<file path="src/rtl/spi_master_tx.sv">
// Byte-oriented SPI master transmitter, mode 0, MSB first.
// Optional MISO capture path enabled by SPI_MISO_RX_EN.
module spi_master_tx #(
  parameter int DATA_W  = 8,
  parameter int CLK_DIV = 4
) (
  input  logic              clk,
  input  logic              rst,
  input  logic [DATA_W-1:0] tx_data,
  input  logic              tx_valid,
  output logic              tx_ready,
  output logic              done,
  output logic              SCK,
  output logic              MOSI,
  output logic              SS
`ifdef SPI_MISO_RX_EN
  ,
  input  logic              MISO,
  output logic [DATA_W-1:0] rx_data
`endif
);

  localparam int CNT_W = $clog2(CLK_DIV + 1);
  localparam int BIT_W = (DATA_W > 1) ? $clog2(DATA_W) : 1;
  localparam logic [CNT_W-1:0] CNT_LAST = CNT_W'(CLK_DIV - 1);
  localparam logic [BIT_W-1:0] BIT_LAST = BIT_W'(DATA_W - 1);

  typedef enum logic [2:0] {
    IDLE,
    SETUP,
    HIGH,
    LOW,
    HOLD,
    GAP
  } state_t;

  state_t state, state_nx;

  logic [CNT_W-1:0]  cnt;
  logic [BIT_W-1:0]  bit_cnt;
  logic [DATA_W-1:0] shift;
  logic              cnt_last;
  logic              bit_last;
  logic              accept;

  assign cnt_last = (cnt == CNT_LAST);
  assign bit_last = (bit_cnt == BIT_LAST);
  assign accept   = tx_valid && (state == IDLE);

  // State register
  always_ff @(posedge clk) begin
    if (rst) state <= IDLE;
    else     state <= state_nx;
  end

  // Next-state: every non-idle phase lasts one half-period
  always_comb begin
    state_nx = state;
    unique case (state)
      IDLE:  if (tx_valid) state_nx = SETUP;
      SETUP: if (cnt_last) state_nx = HIGH;
      HIGH:  if (cnt_last) state_nx = LOW;
      LOW: begin
        if (cnt_last) state_nx = bit_last ? HOLD : HIGH;
      end
      HOLD:  if (cnt_last) state_nx = GAP;
      GAP:   if (cnt_last) state_nx = IDLE;
      default: state_nx = IDLE;
    endcase
  end

  // Outputs decoded from the current phase
  always_comb begin
    tx_ready = 1'b0;
    done     = 1'b0;
    SS       = 1'b0;
    SCK      = 1'b0;
    MOSI     = 1'b0;
    unique case (state)
      IDLE: begin
        tx_ready = 1'b1;
        SS       = 1'b1;
      end
      SETUP: MOSI = shift[DATA_W-1];
      HIGH: begin
        SCK  = 1'b1;
        MOSI = shift[DATA_W-1];
      end
      LOW:  MOSI = shift[DATA_W-1];
      HOLD: MOSI = shift[DATA_W-1];
      GAP: begin
        SS   = 1'b1;
        done = (cnt == '0);
      end
      default: ;
    endcase
  end

  // Half-period timer, bit counter and tx shifter
  always_ff @(posedge clk) begin
    if (rst) begin
      cnt     <= '0;
      bit_cnt <= '0;
      shift   <= '0;
    end else begin
      if (state_nx != state || state == IDLE)
        cnt <= '0;
      else if (!cnt_last)
        cnt <= cnt + CNT_W'(1);
      if (accept) begin
        shift   <= tx_data;
        bit_cnt <= '0;
      end else begin
        if (state == HIGH && state_nx == LOW && !bit_last)
          shift <= shift << 1;
        if (state == LOW && state_nx == HIGH)
          bit_cnt <= bit_cnt + BIT_W'(1);
      end
    end
  end

`ifdef SPI_MISO_RX_EN
  logic [DATA_W-1:0] rx_shift;

  // MISO sampled entering HIGH; word published entering GAP
  always_ff @(posedge clk) begin
    if (rst) begin
      rx_shift <= '0;
      rx_data  <= '0;
    end else begin
      if (state_nx == HIGH && state != HIGH)
        rx_shift <= DATA_W'({rx_shift, MISO});
      if (state_nx == GAP && state != GAP)
        rx_data <= rx_shift;
    end
  end
`endif

endmodule
</file>
<file path="config.mk">
export PLATFORM = sky130hd
export DESIGN_NAME = spi_master_tx
export DESIGN_NICKNAME = d
export VERILOG_FILES = /design/src/rtl/spi_master_tx.sv
export SDC_FILE = /design/constraint.sdc
export NUM_CORES = 1
export LEC_CHECK = 0
export ABC_AREA = 1
export CAP_MARGIN = 20
export CORE_MARGIN = 4
export CORE_UTILIZATION = 35
export DETAILED_ROUTE_END_ITERATION = 6
export GPL_TIMING_DRIVEN = 0
export SLEW_MARGIN = 10
export SYNTH_ARGS = -nofsm -noshare
export SYNTH_HDL_FRONTEND = slang
export SYNTH_SLANG_ARGS = --single-unit
export TNS_END_PERCENT = 5
</file>
<file path="constraint.sdc">
create_clock -name clk -period 2.1 [get_ports clk]
set_clock_uncertainty 0.1 [all_clocks]
set_input_delay 0.21 -clock clk [delete_from_list [all_inputs] [get_ports clk]]
set_output_delay 0.21 -clock clk [all_outputs]
set_load 0.02 [all_outputs]
</file>
==> impl_metrics.env, run 1 <==
export IMPL_worstSkewPairLatency_ps=280
export IMPL_ant_nets=0
export IMPL_grt_pass1_vias=900
export IMPL_synthXorXnorAreaFrac_pct=0.899
export IMPL_postSynthAreaPerCell_sq_um=7.22
export IMPL_fillers=278
export IMPL_worstPathRequired_ps=1790
export IMPL_initial_core_util_pct=38.0
export IMPL_worstMarginPinSlew_ps=458
export IMPL_die_h_um=60.8
export IMPL_syn_area_sq_um=975
export IMPL_final_area_sq_um=1170
export IMPL_synth_mux_area_share_pct=1.03
export IMPL_p_leak_nw=0.543
export IMPL_worst_slack_ps=77.4
export IMPL_n_antenna_cell=0
export IMPL_hpwl_mm=1.54
export IMPL_crit_type="reg2out"
export IMPL_instances_no_fill=182
export IMPL_start_kind="flop"
export IMPL_ys_types=28
export IMPL_finalCritPeriodShare_pct=96.3
export IMPL_clock_path_buffers=2
export IMPL_grt_overflow=0
export IMPL_grt_max_degree=11
export IMPL_grt_usage_pct=12.8
export IMPL_setup_violations=0
export IMPL_viasPerCell=5.00
export IMPL_synth_top_area_share_pct=34.9
export IMPL_crit_path_end_kind="output port"
export IMPL_synth_seq_cells=17
export IMPL_synth_largest_area_cell="dfxtp_1"
export IMPL_core_sq_um=2570
export IMPL_yosys_warnings=0
export IMPL_ioPinCount=16
export IMPL_vias=910
export IMPL_status="completed"
export IMPL_final_nets=170
export IMPL_drive_gt1_share_pct=12.5
export IMPL_synth_area_leaders="dfxtp_1 (35%), nand2_1 (12%), nand3_1 (8.7%)"
export IMPL_arrival_ps=1710
export IMPL_grt_antenna_before_repair=0
export IMPL_final_hold_viol_count=0
export IMPL_peakVddDrop_mv=0.318
export IMPL_drt_iter0_markers=25
export IMPL_synth_fa_ha_area_share_pct=7.70
export IMPL_synth_top_family_by_area="simple AND/OR/NAND/NOR gates"
export IMPL_drt_wirelength_per_cell_um=11.0
export IMPL_route_detailed_drc=0
export IMPL_hp_class="in2reg"
export IMPL_cts_hold_buf=0
export IMPL_cts_tree="built"
export IMPL_cts_root_buffer="clkbuf_4"
export IMPL_max_cap_violations=0
export IMPL_synth_compound_area_share_pct=10.9
export IMPL_hold_slack_ps=199
export IMPL_die_x_um=60.8
export IMPL_crit_fanout=10
export IMPL_gr_usage_met2_pct=20.8
export IMPL_placedCellCount=178
export IMPL_slew_headroom_pct=69.5
export IMPL_grt_pass1_wl_mm=3.64
export IMPL_drt_total_wl_mm=2.00
export IMPL_cts_setup_buffers=0
export IMPL_rsz0062_at_grt="yes"
export IMPL_max_freq_mhz=494
export IMPL_cts_sinks=17
export IMPL_syn2layout_area_growth_pct=20.4
export IMPL_htree_levels=1
export IMPL_synth_nets=152
export IMPL_synth_seq_area_share_pct=34.9
export IMPL_finalCriticalPeriod_ps=2020
export IMPL_grt_busiest_layer="met2"
export IMPL_dpl_worst_slack_ps=206
export IMPL_synthSimpleGateAreaFrac_pct=35.9
export IMPL_ctsResizeCount=3
export IMPL_finalMaxSlewViolations=0
export IMPL_cts_made_buffers=3
export IMPL_port_buffers=13
export IMPL_met3_usage_pct=2.34
export IMPL_syn_inst=135
export IMPL_placed_area_sq_um=1140
export IMPL_p_per_area_nw_per_um2=524
export IMPL_gp_congestion=0.890
export IMPL_clk_pin_slew_ps=90
export IMPL_std_cell_rows=18
export IMPL_die_area_sq_um=3690
export IMPL_p_total_mw=0.615
export IMPL_use_met1_pct=16.8
export IMPL_drtPass1Iterations=4
==> power breakdown <==
group	switching (mW)	internal (mW)	total (mW)
logic	0.0591	0.0433	0.102
clock network	0.0973	0.0737	0.171
registers	0.00622	0.335	0.341
==> cell usage in the layout (no fill, tap or decap), types with 2 or more instances in the layout <==
cell type,count
a21oi_1,4
a31oi_1,7
clkbuf_1,2
clkbuf_4,3
clkdlybuf4s50_1,9
dfxtp_1,15
dfxtp_2,2
dlygate4sd2_1,2
dlymetal6s2s_1,2
ha_1,6
inv_1,13
inv_2,3
nand2_1,30
nand3_1,17
nand3_2,2
nand4_1,2
nor2_1,12
nor2_2,2
nor3_1,3
o21ai_0,3
==> state kept, by name, summed over array words and instances, names as in the netlist <==
name,flops
bit_cnt,3
state,3
shift,8
cnt,3
==> path summary, 6_finish.rpt <==
kind / endpoint / cells past startpoint / slack [ps] / start
max reg2reg: bit_cnt[1] / 10 / 290 / cnt[0]
min reg2reg: shift[0] / 2 / 370 / shift[0]
min: shift[0] / 3 / 200 / tx_valid
max: SCK / 5 / 80 / state[0]
==> metal layers <==
metal | wire length (um) | vias up
met5 | 0 | -
met4 | 18 | 0
met3 | 74 | 2
met2 | 897 | 13
met1 | 1010 | 413
li1 | - | 482
==> cell type report <==
type	count	area, sq um	area share (%)
clock buffers	4	26.3	2.24
repair buffers	13	133	11.3
inverters	17	63.8	5.44
plain buffers	4	20.0	1.71
well taps	30	37.5	3.20
flip-flops and latches	17	343	29.2
multi-input cells	97	551	46.9
==> metrics by stage <==
stage | utilization (%) | setup TNS (ps)
after global routing | 45.7 | -38.3
after global placement | 44.5 | 0
after detailed placement | 44.5 | 0
final | 45.7 | 0
after floorplan | - | 0
after CTS | 45.5 | 0
==> critical path: stages, from the launching register on <==
cell             delay [ps]
dfxtp_1                 310
buf_4                   160
inv_1                   190
nand2_1                 120
inv_1                    60
clkdlybuf4s50_1         590
==> Yosys cell counts, drive strengths merged <==
cell type / count
xor2: 1
a21boi: 1
nor2: 15
clkinv: 1
nand2: 31
mux2i: 1
nor3: 3
buf: 3
o211ai: 2
ha: 6
nand3: 20
a21oi: 4
clkbuf: 1
nand4: 3
inv: 16
o21ai: 3
a31oi: 7
dfxtp: 17
==> logic make-up (layout without fill, tap and decap cells) <==
logic type | after synthesis | count (layout)
AOI/OAI and AO/OA | 17 | 17
xor gates and xnor gates | 1 | 1
adders and majority gates | 6 | 6
buffers and inverters | 21 | 38
DFF | 17 | 17
muxes | 1 | 1
and+or+nand+nor | 72 | 72
(Power assumes the default switching activity.)
==> run 2: changes to the inputs <==
- CORE_UTILIZATION: 35 -> 51
- PLACE_DENSITY: unset -> 0.77
==> run 2 against run 1 <==
  * Via count is 2.1% higher
  * Largest cell class unchanged
  * Hold slack worse by 17 ps
  * First-iteration DRC count is 40% lower
  * Final cell count is 2.7% lower
  * Clock power is 4% higher
  * Die area is 28% lower
  * Sequential power hardly changed
==> impl_metrics.env, run 2 (synthesized netlist as in run 1, its figures left out) <==
export IMPL_status="completed"
export IMPL_whs_path_depth=3
export IMPL_drive_gt1_share_pct=15.1
export IMPL_grt_antenna_before_repair=0
export IMPL_grt_max_degree=11
export IMPL_viasPerCell=5.25
export IMPL_finalCriticalPeriod_ps=1960
export IMPL_worstPathRequired_ps=1790
export IMPL_cts_setup_buffers=0
export IMPL_largest_reg_flops=8
export IMPL_grt_usage_pct=17.8
export IMPL_p_per_area_nw_per_um2=531
export IMPL_cts_made_buffers=3
export IMPL_crit_path_end_kind="output port"
export IMPL_r2r_slack_ps=270
export IMPL_r2r_start="cnt[0]"
export IMPL_peakVddDrop_mv=0.416
export IMPL_setup_tns_ps=0
export IMPL_htree_levels=1
export IMPL_route_detailed_drc=0
export IMPL_die_x_um=51.7
export IMPL_std_cell_rows=15
export IMPL_clock_path_buffers=2
export IMPL_ioPinCount=16
export IMPL_grt_pass1_wl_mm=3.62
export IMPL_gp_congestion=0.924
export IMPL_die_h_um=51.7
export IMPL_hp_class="in2reg"
export IMPL_port_buffers=13
export IMPL_hpwl_mm=1.63
export IMPL_clk_pin_slew_ps=100
export IMPL_regMostFlops="shift"
export IMPL_max_cap_violations=0
export IMPL_vias=929
export IMPL_start_kind="flop"
export IMPL_grt_pass1_vias=887
export IMPL_cts_hold_buf=0
export IMPL_layout_commonest_cell="nand2_1"
export IMPL_worstMarginPinSlew_ps=440
export IMPL_final_hold_viol_count=0
export IMPL_die_area_sq_um=2670
export IMPL_finalMaxSlewViolations=0
export IMPL_min_to="shift[0]"
export IMPL_r2r_end="bit_cnt[2]"
export IMPL_crit_fanout=10
export IMPL_fillers=164
export IMPL_finalCritPeriodShare_pct=93.1
export IMPL_arrival_ps=1650
export IMPL_cts_tree="built"
export IMPL_initial_core_util_pct=55.2
export IMPL_final_nets=170
export IMPL_rsz0062_at_grt="no"
export IMPL_drtPass1Iterations=4
export IMPL_ant_nets=0
export IMPL_syn2layout_area_growth_pct=21.3
export IMPL_min_from="tx_valid"
export IMPL_worstSkewPairLatency_ps=290
export IMPL_slew_headroom_pct=70.7
export IMPL_core_sq_um=1760
export IMPL_drt_iter0_markers=15
export IMPL_crit_type="reg2out"
export IMPL_p_total_mw=0.627
export IMPL_final_cell_mix="nand2_1 (29), nand3_1 (17), dfxtp_1 (15)"
export IMPL_ff2ff_path_depth=10
export IMPL_drt_wirelength_per_cell_um=11.9
export IMPL_n_antenna_cell=0
export IMPL_p_leak_nw=0.561
export IMPL_cts_root_buffer="clkbuf_4"
export IMPL_max_freq_mhz=511
export IMPL_setup_violations=0
export IMPL_drt_total_wl_mm=2.10
export IMPL_cts_sinks=17
export IMPL_grt_overflow=0
==> run 2: what timing repair did <==
| action | 4_1_cts | 5_1_grt |
|---|---|---|
| endpoints found under the hold margin | 0 | 0 |
| setup endpoints to repair | 4 | 4 |
| resized for setup | 4 | 7 |
==> run 2: critical path: stages (launching register included) <==
cell	delay [ps]
dfxtp_1	320
buf_4	180
clkinvlp_4	180
nand2_2	150
clkinvlp_4	190
clkdlybuf4s15_1	330
==> run 2: area by class of cell <==
cell class                      instances  area, sq um  share of cell area [%]
Buffer                                  4         20.0                    1.69
Clock buffer                            3         22.5                    1.90
Clock inverter                          1         5.00                   0.423
Inverter                               17         71.3                    6.03
Multi-Input combinational cell         97          553                    46.8
Sequential cell                        17          343                    29.0
Tap cell                               25         31.3                    2.65
Timing Repair Buffer                   13          136                    11.5
==> run 2: through the flow <==
step                      worst slack [ps]  instance area, sq um  instances  utilization (%)  hold WS (ps)
after floorplan                        506                   975        135                -           278
after global placement                 181                  1140        173             64.4           356
after detailed placement               184                  1140        173             64.4           362
after CTS                             12.3                  1160        177             66.0           181
after global routing                  33.6                  1180        177             67.0           185
final                                  144                  1180        177             67.0           181
==> run 2: report_power, final <==
group	switching (mW)	internal, mW
logic	0.0635	0.0449
registers	0.00649	0.335
clock network	0.106	0.0710
total	0.176	0.451
==> run 2: worst max path at each step <==
stage | depth (start not counted) | endpoint | slack, ps | from
2_1_floorplan | 10 | bit_cnt[1] | 510 | cnt[0]
3_3_place_gp | 5 | tx_ready | 180 | state[0]
3_5_place_dp | 5 | tx_ready | 180 | state[0]
4_1_cts | 5 | SS | 10 | state[0]
5_1_grt | 5 | tx_ready | 30 | state[0]
6_report | 5 | tx_ready | 140 | state[0]
==> run 2: metal layers <==
metal | wire [um] | vias up | GRT usage (%)
met2 | 989 | 17 | 29.0
met3 | 84 | 7 | 4.30
met4 | 43 | 0 | 6.55
met5 | 0 | - | 0
li1 | - | 483 | -
met1 | 980 | 422 | 22.5
==> run 3: changes to the inputs <==
- TNS_END_PERCENT: 5 -> 10
==> results of run 3 <==
Final layout, timing and power as in run 2 (identical DEF).
